`src/rtl/mc_ctrl_unit.sv`:
```
// Multicycle control decoder: single-cycle decode plus MUL/DIV start/wait/writeback sequencing.
// Optional MD_TIMEOUT_EN aborts a MUL/DIV that stays in MD_WAIT for MD_TIMEOUT cycles.
module mc_ctrl_unit #(
  parameter int REGW       = 5,
  parameter int STATUS_REG = 30,
  parameter int RA_REG     = 31,
  parameter int MD_TIMEOUT = 40
) (
  input  logic            clock,
  input  logic            reset_n,
  input  logic            instr_valid,
  input  logic [4:0]      opcode,
  input  logic [4:0]      aluop,
  input  logic            overflow,
  input  logic            md_ready,
  input  logic            md_exception,
  output logic            stall,
  output logic            md_start,
  output logic            md_op,
  output logic            rwe,
  output logic [1:0]      rwd_sel,
  output logic            rd_override_en,
  output logic [REGW-1:0] rd_override,
  output logic [31:0]     status_val,
  output logic            dmwe,
  output logic            alu_inb,
  output logic [4:0]      alu_opctrl
);

  localparam logic [4:0] OP_RTYPE = 5'b00000;
  localparam logic [4:0] OP_ADDI  = 5'b00101;
  localparam logic [4:0] OP_SW    = 5'b00111;
  localparam logic [4:0] OP_LW    = 5'b01000;
  localparam logic [4:0] OP_JAL   = 5'b00011;
  localparam logic [4:0] OP_SETX  = 5'b10101;
  localparam logic [4:0] ALU_ADD  = 5'b00000;
  localparam logic [4:0] ALU_SUB  = 5'b00001;
  localparam logic [4:0] ALU_MUL  = 5'b00110;
  localparam logic [4:0] ALU_DIV  = 5'b00111;

  localparam logic [REGW-1:0] STATUS_IDX = REGW'(STATUS_REG);
  localparam logic [REGW-1:0] RA_IDX     = REGW'(RA_REG);

  typedef enum logic [1:0] {IDLE, MD_WAIT, MD_WB} state_t;

  state_t state;
  logic   md_op_q;
  logic   exc_q;
  logic   to_q;
  logic   is_md;

  assign is_md = instr_valid && (opcode == OP_RTYPE) &&
                 ((aluop == ALU_MUL) || (aluop == ALU_DIV));

`ifdef MD_TIMEOUT_EN
  localparam int CW = $clog2(MD_TIMEOUT + 1);
  localparam logic [CW-1:0] TO_LAST = CW'(MD_TIMEOUT - 1);
  logic [CW-1:0] to_cnt;
`endif

  always_ff @(posedge clock or negedge reset_n) begin
    if (!reset_n) begin
      state   <= IDLE;
      md_op_q <= 1'b0;
      exc_q   <= 1'b0;
      to_q    <= 1'b0;
`ifdef MD_TIMEOUT_EN
      to_cnt  <= '0;
`endif
    end else begin
      case (state)
        IDLE: begin
          if (is_md) begin
            state   <= MD_WAIT;
            md_op_q <= aluop[0];
            exc_q   <= 1'b0;
            to_q    <= 1'b0;
`ifdef MD_TIMEOUT_EN
            to_cnt  <= '0;
`endif
          end
        end
        MD_WAIT: begin
          // md_ready takes priority over an expiring timeout in the same cycle
          if (md_ready) begin
            exc_q <= md_exception;
            state <= MD_WB;
`ifdef MD_TIMEOUT_EN
          end else if (to_cnt == TO_LAST) begin
            exc_q <= 1'b1;
            to_q  <= 1'b1;
            state <= MD_WB;
          end else begin
            to_cnt <= to_cnt + 1'b1;
`endif
          end
        end
        MD_WB:   state <= IDLE;
        default: state <= IDLE;
      endcase
    end
  end

  always_comb begin
    stall          = 1'b0;
    md_start       = 1'b0;
    md_op          = 1'b0;
    rwe            = 1'b0;
    rwd_sel        = 2'd0;
    rd_override_en = 1'b0;
    rd_override    = '0;
    status_val     = 32'd0;
    dmwe           = 1'b0;
    alu_inb        = 1'b0;
    alu_opctrl     = 5'd0;
    case (state)
      IDLE: begin
        if (instr_valid) begin
          case (opcode)
            OP_RTYPE: begin
              alu_opctrl = aluop;
              if (is_md) begin
                stall    = 1'b1;
                md_start = 1'b1;
                md_op    = aluop[0];
              end else begin
                rwe = 1'b1;
                if (overflow && (aluop == ALU_ADD || aluop == ALU_SUB)) begin
                  rwd_sel        = 2'd3;
                  rd_override_en = 1'b1;
                  rd_override    = STATUS_IDX;
                  status_val     = (aluop == ALU_ADD) ? 32'd1 : 32'd3;
                end
              end
            end
            OP_ADDI: begin
              rwe     = 1'b1;
              alu_inb = 1'b1;
              if (overflow) begin
                rwd_sel        = 2'd3;
                rd_override_en = 1'b1;
                rd_override    = STATUS_IDX;
                status_val     = 32'd2;
              end
            end
            OP_SW: begin
              dmwe    = 1'b1;
              alu_inb = 1'b1;
            end
            OP_LW: begin
              rwe     = 1'b1;
              rwd_sel = 2'd1;
              alu_inb = 1'b1;
            end
            OP_JAL: begin
              rwe            = 1'b1;
              rwd_sel        = 2'd3;
              rd_override_en = 1'b1;
              rd_override    = RA_IDX;
            end
            OP_SETX: begin
              rwe            = 1'b1;
              rwd_sel        = 2'd3;
              rd_override_en = 1'b1;
              rd_override    = STATUS_IDX;
            end
            default: ;
          endcase
        end
      end
      MD_WAIT: begin
        stall = 1'b1;
        md_op = md_op_q;
      end
      MD_WB: begin
        md_op = md_op_q;
        rwe   = 1'b1;
        if (exc_q) begin
          rwd_sel        = 2'd3;
          rd_override_en = 1'b1;
          rd_override    = STATUS_IDX;
          status_val     = to_q ? 32'd6 : (md_op_q ? 32'd5 : 32'd4);
        end else begin
          rwd_sel = 2'd2;
        end
      end
      default: ;
    endcase
  end

endmodule

```
`config.mk`:
```
export PLATFORM = sky130hd
export DESIGN_NAME = mc_ctrl_unit
export DESIGN_NICKNAME = d
export VERILOG_FILES = /design/src/rtl/mc_ctrl_unit.sv
export SDC_FILE = /design/constraint.sdc
export NUM_CORES = 1
export LEC_CHECK = 0
export CORE_ASPECT_RATIO = 1.4
export CORE_MARGIN = 2
export CORE_UTILIZATION = 34
export CTS_CLUSTER_DIAMETER = 150
export DETAILED_ROUTE_END_ITERATION = 6
export PLACE_DENSITY = 0.89
export SYNTH_ARGS = -nofsm -noshare
export SYNTH_HDL_FRONTEND = slang
export SYNTH_SLANG_ARGS = --single-unit
```
`constraint.sdc`:
```
create_clock -name clock -period 2.58 [get_ports clock]
set_input_delay 0.516 -clock clock [delete_from_list [all_inputs] [get_ports clock]]
set_output_delay 0.516 -clock clock [all_outputs]
set_load 0.05 [all_outputs]
```
Word-level counts from Yosys, hierarchy flattened
Cells that the tools add are included.
{"block": "totals", "regBits": 4, "inputBits": 16, "out_inout_bits": 51, "word_cells": 89}
{"block": "classes", "reduce_logical": 16, "n_eq_ne": 12, "muxes": 58}
{"operator": "two-way mux 5 bit", "count": 8}
{"operator": "two-way mux 1 bit", "count": 24}
{"operator": "two-way mux 2 bit", "count": 11}
{"operator": "== test 5 x 3 -> 1 bit (second input constant)", "count": 4}
{"operator": "one-hot mux 5 bit (4 select lines)", "count": 1}
{"operator": "one-hot mux 1 bit (2 select lines)", "count": 6}
{"operator": "one-hot mux 2 bit (2 select lines)", "count": 3}
{"operator": "zero test 5 bit", "count": 2}
{"operator": "one-hot mux 5 bit (2 select lines)", "count": 1}
{"operator": "one-hot mux 2 bit (4 select lines)", "count": 1}
{"operator": "one-hot mux 3 bit (2 select lines)", "count": 1}
{"operator": "== test 5 x 1 -> 1 bit (second input constant)", "count": 1}
{"operator": "== test 5 x 2 -> 1 bit (second input constant)", "count": 1}
{"operator": "== test 5 x 4 -> 1 bit (second input constant)", "count": 1}
{"operator": "== test 5 bit (second input constant)", "count": 1}
{"operator": "inequality test 2 bit (second input constant)", "count": 2}
{"operator": "AND reduction 2 bit", "count": 2}
{"operator": "OR reduction 2 bit", "count": 2}
{"operator": "OR reduction 4 bit", "count": 1}
{"operator": "logical AND 1 bit", "count": 3}
{"operator": "two-way mux 3 bit", "count": 1}
{"operator": "one-hot mux 1 bit (3 select lines)", "count": 1}
{"operator": "AND reduction 3 bit", "count": 1}
{"operator": "OR reduction 3 bit", "count": 1}
{"operator": "5 further kinds", "count": 6}

Depth between registers and ports, before layout
Gate-level depths: netlist of the first run.
{"block": "depth", "word_depth": 8, "ltp_mapped": 7}

Worst setup path before layout of the first run
No wires, ideal clock.
{"block": "synth_path", "kind": "input-to-output", "startpoint": "input opcode[4]", "endpoint": "output rd_override[2]", "arrival_ns": 2.922, "setup_slack_ns": -0.858, "required_ns": 2.064, "cell_stages": 7, "path_cell_list": "buf_6 > or3_1 > buf_6 > nor2_1 > a22oi_1 > o21ai_0 > buf_4"}
{"block": "synth_via", "elab_chain_cells": 7, "word_cells_on_any_way": 10}
{"element": "from (decl)", "line": "12", "text": "input logic [4:0] opcode,"}
{"element": "zero test 5 bit", "line": "52, 119"}
{"element": "logical AND 1 bit (2 in a row)", "line": "52", "text": "assign is_md = instr_valid && (opcode == OP_RTYPE) &&"}
{"element": "two-way mux 5 bit", "line": "122", "text": "if (is_md) begin"}
{"element": "one-hot mux 5 bit (4 select lines) *", "line": "119", "text": "case (opcode)"}
{"element": "two-way mux 5 bit *", "line": "118", "text": "if (instr_valid) begin"}
{"element": "one-hot mux 5 bit (2 select lines) *", "line": "116", "text": "case (state)"}
{"element": "to (decl)", "line": "23", "text": "output logic [REGW-1:0] rd_override,"}
Mark *: on every way between the ends. The rest lies on a longest branch, timed or not.

Final worst setup path of the first run
{"block": "layout_path", "startpoint": "input aluop[3]", "endpoint": "output rwe"}
{"block": "layout_via", "elab_chain_cells": 7, "word_cells_on_any_way": 8}
{"element": "from (decl)", "line": "13", "text": "input logic [4:0] aluop,"}
{"element": "== test 5 x 3 -> 1 bit", "line": "53", "text": "((aluop == ALU_MUL) || (aluop == ALU_DIV));"}
{"element": "logical OR 1 bit *", "line": "53"}
{"element": "logical AND 1 bit *", "line": "52"}
{"element": "two-way mux 1 bit *", "line": "122"}
{"element": "one-hot mux 1 bit (2 select lines) *", "line": "119"}
{"element": "two-way mux 1 bit *", "line": "118"}
{"element": "one-hot mux 1 bit (2 select lines) *", "line": "116"}
{"element": "to (decl)", "line": "20", "text": "output logic rwe,"}
Marked as above.

==> metrics.yaml, run 1 <==
tightestPinTransition_ns: 0.506
drv_cap: 0
cts-root-buf: "clkbuf_4"
synth_common_cells: "buf_4, nor2_1, inv_1, a21oi_1, and2_1"
netlist_area_um2: 877
power_per_cell_area_mw_per_mm2: 446
slew_viol_final: 0
pre_cts_slack_ns: -0.132
grt_pass1_wl_um: 3660
antenna_found_initial: 0
antenna_cells: 0
final_antenna_net_count: 0
maxSlewHeadroom_pct: 66.2
first_pass_iters: 4
multi_input_area_um2: 648
critical_path.top_delay_family: "compound AO/OA/AOI/OAI gates"
path_class: "in2out"
die_area_mm2: 0.00301
die_y_um: 64.1
ys_ff_latch: 4
synth-edff-count: 0
async_reset_ff_share_pct: 100
routed_via_density: 4.64
fin_nets: 191
r2r_cells: 8
grt_overflow_total: 0
reg2reg_from: "state[1]"
fin_hold_ws_ns: 0.475
fin_area_mm2: 0.00163
synthCells: 114
die_x_um: 46.9
synthTopCellsByArea: "buf_4, dfrtp_1, ha_1"
htreeDepth: 1
finalCriticalPeriod_ns: 2.50
worst-path-buf-inv: 2
cp.arrival_ns: 1.99
finClkSkew_ns: 0.00275
grt_pass1_vias: 868
cts.sinks: 4
finalCritPeriodShare_pct: 97.0
cts_tree: "yes"
drtIter0Drc: 32
placed_area_mm2: 0.00152
seq_area_um2: 100
worstSetupEndpointType: "output port"
yosysMostFrequentCell: "buf_4"
hold_viol_final: 0
synth_ff_type: "dfrtp_1"
insertion_delay_ns: 0.23
reg2reg_slack_ns: 0.66
layout.cells.non_filler: 203
fin_setup_tns_ns: 0
startpoint_type: "input port"
critPathRequiredTime_ns: 2.06
rsz0062_at_grt: "false"
drive_gt1_share_pct: 41.4
hold_class: "in2async"
crit_chain: "dlygate4sd2_1 > nand4bb_1 > or2_4 > a22o_1 > a211o_1 > buf_12"
finalSetupViolCount: 0
yosys.cell_types.count: 37
grt.total_usage_pct: 16.4
r2r-end: "md_op_q"
row_count: 21
nFillCells: 192
syn2layout_area_growth_pct: 85.3
vias: 941
syn_area_per_cell_um2: 7.69
clkTransAtPathRegs_ns: 0.04
drcViolationCount: 0
ir_worst_vdd_v: 0.000367
wire_per_inst_um: 11.8
cts_buffers: 3
initial_utilization_pct: 36.3
cp_slowest_cell: "a211o_1"
yosysWarnings: 0
setup_ws_ns: 0.0768
total_power_mw: 0.724
final_util_pct: 67.2
grt_max_degree: 8
coreArea_mm2: 0.00242
routed_wirelength_um: 2400
gp_congestion: 0.853
port_buffers: 37
clk_path_buf_depth: 2
fmax_mhz: 399
synth_top_area_share_pct: 27.4
synth_area_leader_cell: "buf_4"
hpwl_um: 2020
status: "complete, no violations"
p_leak_nw: 0.854
ios: 67
dp.cells: 198
crit_path_max_incr_delay_ns: 0.33
yosysSeqAreaShare_pct: 11.4
cp_max_fo: 3
## per-layer routing
| layer | vias up | routed length, µm | global-route usage [%] |
|---|---|---|---|
| met5 | - | 0 | 0 |
| met4 | 0 | 19 | 7.64 |
| met3 | 2 | 136 | 2.26 |
| met2 | 50 | 1410 | 30.3 |
| met1 | 446 | 828 | 16.8 |
| li1 | 443 | - | - |
## where the power goes
part	leakage (nW)	switching [mW]	internal [mW]	total, mW
Clock	0.0138	0.0252	0.0520	0.0772
Combinational	0.786	0.335	0.224	0.559
Sequential	0.0543	0.0132	0.0750	0.0882
## layout make-up
type | instances | share of cell area [%]
inverters | 8 | 1.85
clock buffers | 3 | 1.39
flip-flops and latches | 4 | 6.16
repair buffers | 59 | 48.1
multi-input cells | 95 | 39.9
well taps | 34 | 2.62
## kinds of logic (layout without fill, tap and decap cells)
kind of cell	Yosys count	after routing	synth area share, %
adders and majority gates	4	4	5.71
AOI/OAI and AO/OA	20	20	18.8
other	1	29	0.428
DFF	4	4	11.4
muxes	1	1	1.71
and+or+nand+nor	41	41	28.0
buffers and inverters	43	70	34.0
## state kept, by name, summed over array words and instances, names as in the netlist
signal   cells
exc_q        1
md_op_q      1
state        2
## placed cells by master (no fill, tap or decap), drive strengths merged, types with 4 or more instances in the layout
cell	instances
conb	29
dlymetal6s2s	9
nand4	4
inv	8
buf	43
and2	5
or2	4
nor2	10
clkdlybuf4s50	5
nand2	4
dfrtp	4
a21oi	5
ha	4
## how the worst max path moves through the flow
stage	start	endpoint	depth (start not counted)
after floorplan	opcode[4]	rd_override[2]	7
after global placement	aluop[4]	rwe	6
after detailed placement	opcode[3]	alu_opctrl[3]	6
after CTS	opcode[3]	md_op	6
after global routing	state[0]	md_op	8
final	aluop[3]	rwe	6
## timing repair
item	4_1_cts	5_1_grt
resized for setup	10	14
buffers inserted	1	1
hold buffers	0	0
pin swaps	5	9
cloned	0	0
endpoints found under the setup margin	18	17
Power figures use the tool's default switching activity.
==> inputs of run 2 (changes only) <==
--- a/config.mk
+++ b/config.mk
@@ -5,12 +5,14 @@
 export SDC_FILE = /design/constraint.sdc
 export NUM_CORES = 1
 export LEC_CHECK = 0
+export CAP_MARGIN = 20
 export CORE_ASPECT_RATIO = 1.4
 export CORE_MARGIN = 2
 export CORE_UTILIZATION = 34
 export CTS_CLUSTER_DIAMETER = 150
 export DETAILED_ROUTE_END_ITERATION = 6
 export PLACE_DENSITY = 0.89
+export SKIP_LAST_GASP = 1
 export SYNTH_ARGS = -nofsm -noshare
 export SYNTH_HDL_FRONTEND = slang
 export SYNTH_SLANG_ARGS = --single-unit
==> metrics.yaml, run 2 (same netlist as run 1, synthesis figures left out) <==
status: "complete, no violations"
initial_utilization_pct: 36.3
p_int_mw: 0.359
largest_register: "state"
slew_viol_final: 0
grt_max_degree: 8
ir_worst_vdd_v: 0.000370
die_area_mm2: 0.00301
grt.total_usage_pct: 16.2
antenna_cells: 0
insertion_delay_ns: 0.23
cp.arrival_ns: 1.92
grt_pass1_vias: 867
reg2reg_from: "state[0]"
antenna_found_initial: 0
syn2layout_area_growth_pct: 93.7
largestRegisters: "state x2, exc_q x1, md_op_q x1"
holdBufCountCts: 0
largest_register_ffs: 2
cp_slowest_cell: "dfrtp_1"
rsz0062_at_grt: "false"
switchingPower_mw: 0.380
sw_frac_of_total_pct: 51.4
r2r-end: "md_op_q"
finalSetupViolCount: 0
grt_pass1_wl_um: 3600
fin_nets: 192
tightestPinTransition_ns: 0.507
cts.sinks: 4
fin_hold_ws_ns: 0.475
maxSlewHeadroom_pct: 66.1
vias: 943
crit_chain: "inv_1 > ha_1 > nand2_2 > buf_4 > nor3_4 > and2_2 > a32o_2 > buf_12"
ios: 67
fmax_mhz: 410
hold_viol_final: 0
critical_path.top_delay_family: "simple AND/OR/NAND/NOR gates"
finClkSkew_ns: 0.00278
critPathRequiredTime_ns: 2.06
drive_gt1_share_pct: 42.9
clk_path_buf_depth: 2
nFillCells: 179
cts-root-buf: "clkbuf_4"
die_x_um: 46.9
worst-path-buf-inv: 3
maxUsedRoutingLayer: "met4"
routed_via_density: 4.62
final_common_cell: "conb_1"
routed_wirelength_um: 2550
row_count: 21
wire_per_inst_um: 12.5
hold_class: "in2async"
wl_met2_um: 1450
die_y_um: 64.1
clkTransAtPathRegs_ns: 0.04
drcViolationCount: 0
htreeDepth: 1
wl_met1_um: 904
hpwl_um: 2020
pwr-share-comb_pct: 77.5
p_leak_nw: 0.905
drtIter0Drc: 19
first_pass_iters: 4
finalCriticalPeriod_ns: 2.44
cp_max_fo: 4
cts_buffers: 3
clockPowerShare_pct: 10.5
finalCritPeriodShare_pct: 94.6
r2r_cells: 8
cts_tree: "yes"
gp_congestion: 0.853
reg2reg_slack_ns: 0.63
p_seq_share_pct: 12.1
worstSetupEndpointType: "output port"
drv_cap: 0
total_power_mw: 0.738
startpoint_type: "flop"
grt_overflow_total: 0
power_per_cell_area_mw_per_mm2: 434
path_class: "reg2out"
coreArea_mm2: 0.00242
final_antenna_net_count: 0
wl_met3_um: 147
final_cell_mix: "conb_1, buf_12, buf_4"
port_buffers: 37
crit_path_max_incr_delay_ns: 0.41
==> run 2: cell count changes in the layout (fill, tap and decap cells not counted), sizes merged <==
| cell | change |
|---|---|
| clkbuf | +1 |
| dlygate4sd2 | -2 |
| dlymetal6s2s | +2 |
==> run 2: area by class of cell <==
type	instances	area (µm²)	share of cell area (%)
timing repair buffer	60	817	48.1
multi-input combinational	95	687	40.4
sequential	4	100	5.89
tap	34	42.5	2.50
inverter	8	30.0	1.77
clock buffer	3	22.5	1.33
==> run 2: metal layers <==
layer / up-vias / GRT usage [%]
met5: - / 0
met4: 0 / 8.33
met3: 6 / 2.82
met2: 53 / 29.8
met1: 441 / 15.9
li1: 443 / -
==> run 2: worst reg2reg max path, stage by stage (launching register included) <==
cell,delay (ns)
dfrtp_1,0.41
inv_1,0.10
ha_1,0.19
nand2_2,0.10
buf_4,0.16
nor3_4,0.25
nand4_2,0.16
buf_4,0.18
mux2_4,0.29
==> run 2: power groups by stage <==
stage,Clock [mW],Combinational [mW],Sequential [mW]
5_1_grt,0.0916,0.598,0.0898
4_1_cts,0.0811,0.553,0.0878
3_5_place_dp,0,0.550,0.0885
6_report,0.0772,0.572,0.0890
3_3_place_gp,0,0.541,0.0864
2_1_floorplan,0,0.367,0.0841
==> run 2: worst max-delay path by stage <==
stage	cells past startpoint	slack (ns)	endpoint	from
2_1_floorplan	7	-0.03	rd_override[2]	opcode[4]
3_3_place_gp	6	-0.12	rwe	aluop[4]
3_5_place_dp	6	-0.13	alu_opctrl[3]	opcode[3]
4_1_cts	6	-0.05	rwe	aluop[3]
5_1_grt	8	0.006	alu_opctrl[3]	state[0]
6_report	8	0.14	md_op	state[0]
==> run 2: through the flow <==
step | instances | utilization (%) | setup WS, ns | TNS (ns) | area, µm²
CTS | 202 | 64.9 | -0.0501 | -0.144 | 1570
global placement | 198 | 63.0 | -0.121 | -1.17 | 1520
finish | 204 | 70.3 | 0.140 | 0 | 1700
global route | 204 | 70.3 | 0.00567 | 0 | 1700
floorplan | 142 | - | -0.0348 | -0.129 | 1000
detailed placement | 198 | 63.0 | -0.132 | -1.61 | 1520
==> run 2: repair_timing <==
action	4_1_cts	5_1_grt
hold endpoints to repair	0	0
endpoints found under the setup margin	18	19
buffers inserted	1	2
pin swaps	5	6
resized for setup	4	29
